--- src/rtl/reset_sequencer.sv ---
// reset_sequencer
// Generates NUM_DOMAINS staggered, maskable, re-triggerable active-high reset
// pulses plus a free-running heartbeat. A sequence runs automatically after
// rst_n is released; later sequences are requested with start.
//
// Ports:
//   clk             clock
//   rst_n           asynchronous active-low reset
//   start           request a new sequence (sampled every rising edge)
//   domain_mask     domains to pulse, captured when a sequence starts
//   dom_reset       per-domain active-high resets (one flop per bit)
//   busy            sequence in progress
//   done            one-cycle pulse at the end of a sequence
//   start_dropped   sticky: a start arrived while a sequence was running
//   heartbeat       one-cycle pulse every HB_PERIOD cycles
//   heartbeat_count saturating count of heartbeat pulses
module reset_sequencer #(
    parameter int NUM_DOMAINS    = 4,
    parameter int PRE_CYCLES     = 3,
    parameter int ASSERT_CYCLES  = 3,
    parameter int STAGGER_CYCLES = 2,
    parameter int HB_PERIOD      = 1000,
    parameter int HB_WIDTH       = 32
) (
    input  logic                   clk,
    input  logic                   rst_n,
    input  logic                   start,
    input  logic [NUM_DOMAINS-1:0] domain_mask,
    output logic [NUM_DOMAINS-1:0] dom_reset,
    output logic                   busy,
    output logic                   done,
    output logic                   start_dropped,
    output logic                   heartbeat,
    output logic [HB_WIDTH-1:0]    heartbeat_count
);

    localparam int LAST_FALL = ASSERT_CYCLES + (NUM_DOMAINS - 1) * STAGGER_CYCLES;
    localparam int PHASE_MAX = (PRE_CYCLES > LAST_FALL) ? PRE_CYCLES : LAST_FALL;
    localparam int CW        = $clog2(PHASE_MAX + 1);
    localparam int HW        = $clog2(HB_PERIOD);

    localparam logic [CW-1:0] PRE_LAST = CW'(PRE_CYCLES - 1);
    localparam logic [HW-1:0] HB_LAST  = HW'(HB_PERIOD - 1);

    typedef enum logic [2:0] {
        ST_IDLE    = 3'd0,
        ST_PRE     = 3'd1,
        ST_ASSERT  = 3'd2,
        ST_RELEASE = 3'd3,
        ST_DONE    = 3'd4
    } state_t;

    state_t                 state_r, state_s;
    logic [CW-1:0]          cnt_r, cnt_s;
    logic [NUM_DOMAINS-1:0] mask_r, mask_s;
    logic [NUM_DOMAINS-1:0] dom_r, dom_s;
    logic [NUM_DOMAINS-1:0] fall_s;
    logic                   auto_r, auto_s;
    logic                   busy_r, busy_s;
    logic                   done_r, done_s;
    logic                   drop_r, drop_s;
    logic [HW-1:0]          hb_cnt_r;
    logic                   hb_r;
    logic [HB_WIDTH-1:0]    hbc_r;

    // Per-domain release strobe: domain i falls when the post-rise count reaches its stagger slot.
    always_comb begin
        fall_s = '0;
        for (int i = 0; i < NUM_DOMAINS; i++) begin
            fall_s[i] = (cnt_r == CW'(ASSERT_CYCLES + i * STAGGER_CYCLES - 1));
        end
    end

    // Next-state and next-output logic of the sequencing FSM.
    always_comb begin
        state_s = state_r;
        cnt_s   = cnt_r;
        mask_s  = mask_r;
        auto_s  = auto_r;
        dom_s   = dom_r;
        busy_s  = busy_r;
        done_s  = 1'b0;
        drop_s  = drop_r;

        case (state_r)
            ST_IDLE: begin
                if (auto_r || start) begin
                    mask_s  = domain_mask;
                    auto_s  = 1'b0;
                    cnt_s   = '0;
                    busy_s  = 1'b1;
                    state_s = ST_PRE;
                end else begin
                    state_s = ST_IDLE;
                end
            end
            ST_PRE: begin
                if (mask_r == '0) begin
                    // Nothing to pulse: finish after a single busy cycle.
                    busy_s  = 1'b0;
                    done_s  = 1'b1;
                    state_s = ST_DONE;
                end else if (cnt_r == PRE_LAST) begin
                    dom_s   = mask_r;
                    cnt_s   = '0;
                    state_s = ST_ASSERT;
                end else begin
                    cnt_s = cnt_r + CW'(1);
                end
            end
            ST_ASSERT, ST_RELEASE: begin
                cnt_s = cnt_r + CW'(1);
                dom_s = dom_r & ~fall_s;
                // All masked bits are high until they fall, so the vector empties
                // exactly when the highest masked domain is released.
                if (dom_s == '0) begin
                    busy_s  = 1'b0;
                    done_s  = 1'b1;
                    state_s = ST_DONE;
                end else if (fall_s[0]) begin
                    state_s = ST_RELEASE;
                end else begin
                    state_s = state_r;
                end
            end
            ST_DONE: begin
                state_s = ST_IDLE;
            end
            default: begin
                dom_s   = '0;
                busy_s  = 1'b0;
                state_s = ST_IDLE;
            end
        endcase

        // Any start outside IDLE (including the DONE cycle) is dropped and remembered.
        if (start && (state_r != ST_IDLE)) begin
            drop_s = 1'b1;
        end else begin
            drop_s = drop_r;
        end
    end

    // FSM state, phase counter and registered sequence outputs.
    always_ff @(posedge clk or negedge rst_n) begin
        if (!rst_n) begin
            state_r <= ST_IDLE;
            cnt_r   <= '0;
            mask_r  <= '0;
            auto_r  <= 1'b1;
            dom_r   <= '0;
            busy_r  <= 1'b0;
            done_r  <= 1'b0;
            drop_r  <= 1'b0;
        end else begin
            state_r <= state_s;
            cnt_r   <= cnt_s;
            mask_r  <= mask_s;
            auto_r  <= auto_s;
            dom_r   <= dom_s;
            busy_r  <= busy_s;
            done_r  <= done_s;
            drop_r  <= drop_s;
        end
    end

    // Free-running heartbeat divider with a saturating pulse counter.
    always_ff @(posedge clk or negedge rst_n) begin
        if (!rst_n) begin
            hb_cnt_r <= '0;
            hb_r     <= 1'b0;
            hbc_r    <= '0;
        end else if (hb_cnt_r == HB_LAST) begin
            hb_cnt_r <= '0;
            hb_r     <= 1'b1;
            if (hbc_r != {HB_WIDTH{1'b1}}) begin
                hbc_r <= hbc_r + HB_WIDTH'(1);
            end else begin
                hbc_r <= hbc_r;
            end
        end else begin
            hb_cnt_r <= hb_cnt_r + HW'(1);
            hb_r     <= 1'b0;
            hbc_r    <= hbc_r;
        end
    end

    assign dom_reset       = dom_r;
    assign busy            = busy_r;
    assign done            = done_r;
    assign start_dropped   = drop_r;
    assign heartbeat       = hb_r;
    assign heartbeat_count = hbc_r;

endmodule

--- config.mk ---
export PLATFORM = sky130hd
export DESIGN_NAME = reset_sequencer
export DESIGN_NICKNAME = d
export VERILOG_FILES = /design/src/rtl/reset_sequencer.sv
export SDC_FILE = /design/constraint.sdc
export NUM_CORES = 1
export LEC_CHECK = 0
export ABC_CLOCK_PERIOD_IN_PS = 4800
export CORE_MARGIN = 1
export CORE_UTILIZATION = 58
export DETAILED_ROUTE_END_ITERATION = 6
export HOLD_SLACK_MARGIN = 0.12
export PLACE_DENSITY = 0.85
export SLEW_MARGIN = 0
export SYNTH_ARGS = -nofsm -noshare
export SYNTH_HDL_FRONTEND = slang
export SYNTH_SLANG_ARGS = --single-unit
--- constraint.sdc ---
create_clock -name clk -period 4.8 [get_ports clk]
set_clock_uncertainty 0.05 [all_clocks]
set_input_delay 0.96 -clock clk [delete_from_list [all_inputs] [get_ports clk]]
set_output_delay 0.96 -clock clk [all_outputs]
set_load 0.1 [all_outputs]
After elaboration in Yosys (flattened, before gate mapping)
Index checks and enable logic that the tools add are counted.
{"block": "op_classes", "eq_ne": 17, "multipliers": 0, "reduce_logical": 15, "n_addsub": 3, "bitwise_logic": 4, "n_div": 0, "n_mux": 22, "n_lt_le_gt_ge": 0, "shift": 0}
{"cell": "adder 32 x 1 -> 32 bit (second input constant)", "count": 1}
{"cell": "!= test 32 bit (second input constant)", "count": 1}
{"cell": "one-hot mux 4 bit (3 select lines)", "count": 2}
{"cell": "two-way mux 4 bit", "count": 5}
{"cell": "two-way mux 3 bit", "count": 4}
{"cell": "adder 10 x 1 -> 10 bit (second input constant)", "count": 1}
{"cell": "== test 10 bit (second input constant)", "count": 1}
{"cell": "two-way mux 10 bit", "count": 1}
{"cell": "!= test 2 bit (second input constant)", "count": 5}
{"cell": "one-hot mux 3 bit (3 select lines)", "count": 1}
{"cell": "== test 4 x 3 -> 1 bit (second input constant)", "count": 2}
{"cell": "logical NOT 4 bit", "count": 2}
{"cell": "two-way mux 1 bit", "count": 7}
{"cell": "== test 3 x 2 -> 1 bit (second input constant)", "count": 2}
{"cell": "!= test 3 bit (second input constant)", "count": 2}
{"cell": "AND reduction 2 bit", "count": 3}
{"cell": "AND reduction 3 bit", "count": 2}
{"cell": "nonzero test 3 bit", "count": 2}
{"cell": "adder 4 x 1 -> 4 bit (second input constant)", "count": 1}
{"cell": "bitwise AND 4 bit", "count": 1}
{"cell": "== test 4 x 2 -> 1 bit (second input constant)", "count": 1}
{"cell": "== test 4 bit (second input constant)", "count": 1}
{"cell": "NOT 4 bit", "count": 1}
{"cell": "one-hot mux 1 bit (4 select lines)", "count": 1}
{"cell": "9 further kinds", "count": 11}
{"block": "word_totals", "regBits": 62, "mem_bits_ro": 0, "n_memories": 0, "latchBits": 0, "ram_bits": 0, "out_inout_bits": 40, "word_cells": 72}

Longest topological paths before layout
{"block": "depth", "ltp_word": 6, "depth_mapped": 7}

Least setup slack after synthesis
No wires, ideal clock.
{"block": "synth_path", "path_kind": "reg2reg", "startpoint": "register hbc_r[0] (netlist: heartbeat_count[0])", "endpoint": "register hbc_r[3] (netlist: heartbeat_count[3])", "t_arrival_ns": 2.526, "synth_period_minus_slack_ns": 2.739, "setup_slack_ns": 2.061, "setup_ns": 0.164, "path_stages_with_launch": 8, "required_time_ns": 4.586, "path_buffers": 1, "cell_sequence": "dfrtp_1 > ha_1 > nand4_1 > or2_2 > o31a_1 > buf_6 > and4_1 > xor2_1"}
{"block": "synth_via", "elab_chain_cells": 2, "word_cells_on_any_way": 3}
{"element": "start: declaration", "line_no": "64", "source": "logic [HB_WIDTH-1:0] hbc_r;"}
{"element": "start signal: assignment", "line_no": "177", "source": "hbc_r <= hbc_r + HB_WIDTH'(1);"}
{"element": "start signal: assignment", "line_no": "179", "source": "hbc_r <= hbc_r;"}
{"element": "start signal: assignment", "line_no": "184", "source": "hbc_r <= hbc_r;"}
{"element": "branches (longest 2 deep; another with adder 32 x 1 -> 32 bit)"}
Several ways; the timed one is not identified.
A chain may end at the register's enable or synchronous reset.

Worst setup path after layout
{"block": "layout_path", "startpoint": "register hbc_r[19] (netlist: heartbeat_count[19])", "endpoint": "output heartbeat_count[19]"}
{"element": "end: declaration", "line_no": "34", "source": "output logic [HB_WIDTH-1:0] heartbeat_count"}
No word-level cell between the ends.

==> out/summary.txt <==
R2R Path Start: hb_cnt_r[0]$_DFF_PN0_
Crit path arrival time: 1980 ps
Seq/Total Area, Yosys: 0.518
P&R area growth vs syn: 23.1%
total buffers and inverters traversed by the critical path: 1
worst hold path startpoint: auto_r$_DFFE_PN1P_
num rows: 25
power density cells: 394 mW/mm2
largest family of logic cells by synthesized area: simple AND/OR/NAND/NOR gates
post-synthesis mux area share: 0.0221
Final GP Congestion: 0.808
total iterations of the first detailed-routing run: 4
largest net degree at the start of global routing: 37
Crit-path slowest cell: clkdlybuf4s50_1
antenna violations before repair: 0
setup_tns: 0 ps
CP Cell Sequence: clkdlybuf4s50_1
Setup CP Type: reg2out
Worst-Margin Slew: 997 ps
CP max FO: 6
Req. time, crit path: 3790 ps
Slew headroom: 0.333
most frequent cells in the layout: 61 x dfrtp_1, 45 x clkdlybuf4s50_1, 28 x nor2_1
final hold vios: 0
Post-Synthesis Cells: 282
DR iter-0 viols: 109
Switching Share: 0.353
Num Clock Sinks: 62
detailed-route DRC error count: 0
crit path from: heartbeat_count[19]$_DFFE_PN0P_
sw power: 514 uW
WL/cell: 14.2 um
die area: 0.00546 mm2
Pins Over Slew Limit: 0
Setup Buffers After CTS: 0
Clock Power Share: 0.289
minimum clock period: 2990 ps
GR Util All Layers: 0.237
leakage power: 0.00164 uW
root buffer cell: clkbuf_8
Worst-Skew Late Latency: 330 ps
status: complete, no violations
Max clock buf depth: 2
Synth Area in Simple Gates: 0.223
Worst-path clk slew: 60 ps
Combinational Power Share: 0.276
RSZ-0062 raised after global routing: no
most common cell after layout, fill and taps aside: dfrtp_1
total grt overflow: 0
Final ANT Viol Nets: 0
post-place setup slack: 2180 ps
IO buf count: 46
delay-heaviest family, CP: buffers and inverters
Mapped Nets: 294
Vias: 2,292
endpoint type of the worst setup path: primary output
Int Pwr: 941 uW
Num CTS Buffers: 9
first-pass GRT wire length: 9630 um
Starting Density: 0.618
Synth Area in Compound Gates: 0.0886
EDFF count, synth: 0
vias in the first global route: 2,113
hold buffer count at CTS: 0
# fillers: 321
final HPWL from detailed placement: 4050 um
VDD IR max: 0.386 mV
fraction of registers with async set/reset: 1.00
fin area: 0.00369 mm2
io pins: 47
syn_area_per_cell: 10.6 um2
Cell Area, Synth: 0.00300 mm2
die height: 73.9 um
endpoints failing setup: 0
Yosys cell types: 45
H-Tree Depth: 3
post-synthesis xor/xnor area fraction: 0.108
Synth Register Bits: 62
share of layout cells above drive strength 1: 0.0917
Setup crit start kind: flop
Seq pwr share: 0.435
hold_ws: 415 ps
via/cell ratio: 5.66
overall routed net length: 5750 um
TritonCTS clock tree: built
final worst-path cycle share: 0.623
Die X: 73.9 um
ant diodes: 0
Yosys warning total: 0
Worst path max stage delay: 1180 ps
Post-DP Area: 0.00350 mm2
worst min path class: reg2reg
Post-CTS Resized: 0
Placeable Area: 0.00485 mm2
Top FF cell, synth: dfrtp_1
Max Fclk: 334 MHz
Max Cap Viol: 0
adder-cell share of the synthesized area: 0.0209
Final WS setup: 1810 ps
Worst R2R Setup Slack: 2260 ps
Post-layout nets: 345
## cells by family after synthesis
logic type               Yosys count
adder cells (fa/ha/maj)            5
multiplexers                       6
flip-flops                        62
AO/OA/AOI/OAI                     38
AND/OR/NAND/NOR                  123
buffers and inverters             11
XOR/XNOR                          37
## through the flow
step,total power [uW],util,std cells
3_5_place_dp,1040,0.722,389
2_1_floorplan,943,-,282
5_1_grt,1530,0.761,405
4_1_cts,1470,0.761,405
3_3_place_gp,1030,0.722,389
6_report,1460,0.761,405
## cell type report
class	count	area, um2	area share
clock buffer	13	169	0.0458
multi-input combinational	209	1390	0.376
tap	67	83.8	0.0227
inverter	4	15.0	0.00407
clock inverter	3	17.5	0.00475
sequential	62	1550	0.421
timing repair buffer	47	463	0.126
## power by group through the flow
stage / Sequential (uW) / Combinational (uW) / Clock (uW)
final: 632 / 402 / 420
after detailed placement: 642 / 397 / 0
after CTS: 632 / 402 / 431
after global routing: 641 / 439 / 452
after global placement: 641 / 390 / 0
after floorplan: 720 / 223 / 0
## sequential cells by signal, indices dropped and copies added, names as in the netlist
signal,flops
hb_cnt_r,10
done,1
auto_r,1
heartbeat,1
dom_reset,4
busy,1
mask_r,4
state_r,3
heartbeat_count,32
start_dropped,1
cnt_r,4
## routing by layer
layer  track usage  share of wire  up-vias
met4        0.0897          0.013        0
met1         0.325           0.47     1111
li1              -              -     1111
met2         0.363           0.47       60
met5             0              0        -
met3        0.0617          0.042       10
## cell usage after synthesis, drive strengths merged, types with 6 or more instances
cell    n  share of area
nand3  15          0.025
a22o    6          0.018
nor3   10          0.018
a21oi   7          0.012
dfrtp  61           0.51
xnor2  14          0.041
nand2  24          0.030
xor2   23          0.067
nand4  12          0.027
and4    8          0.023
nor2   28          0.035
o21ai  12          0.020
## final timing paths
check                                                        to  cells past startpoint
worst max-delay path                        heartbeat_count[19]                      1
worst max register to register  heartbeat_count[30]$_DFFE_PN0P_                      6
worst min register to register               auto_r$_DFFE_PN1P_                      1
max in group asynchronous                    auto_r$_DFFE_PN1P_                      2
worst min-delay path                         auto_r$_DFFE_PN1P_                      1
min in group asynchronous                 hb_cnt_r[4]$_DFF_PN0_                      1
No activity file was read; power rests on OpenSTA's default activity.
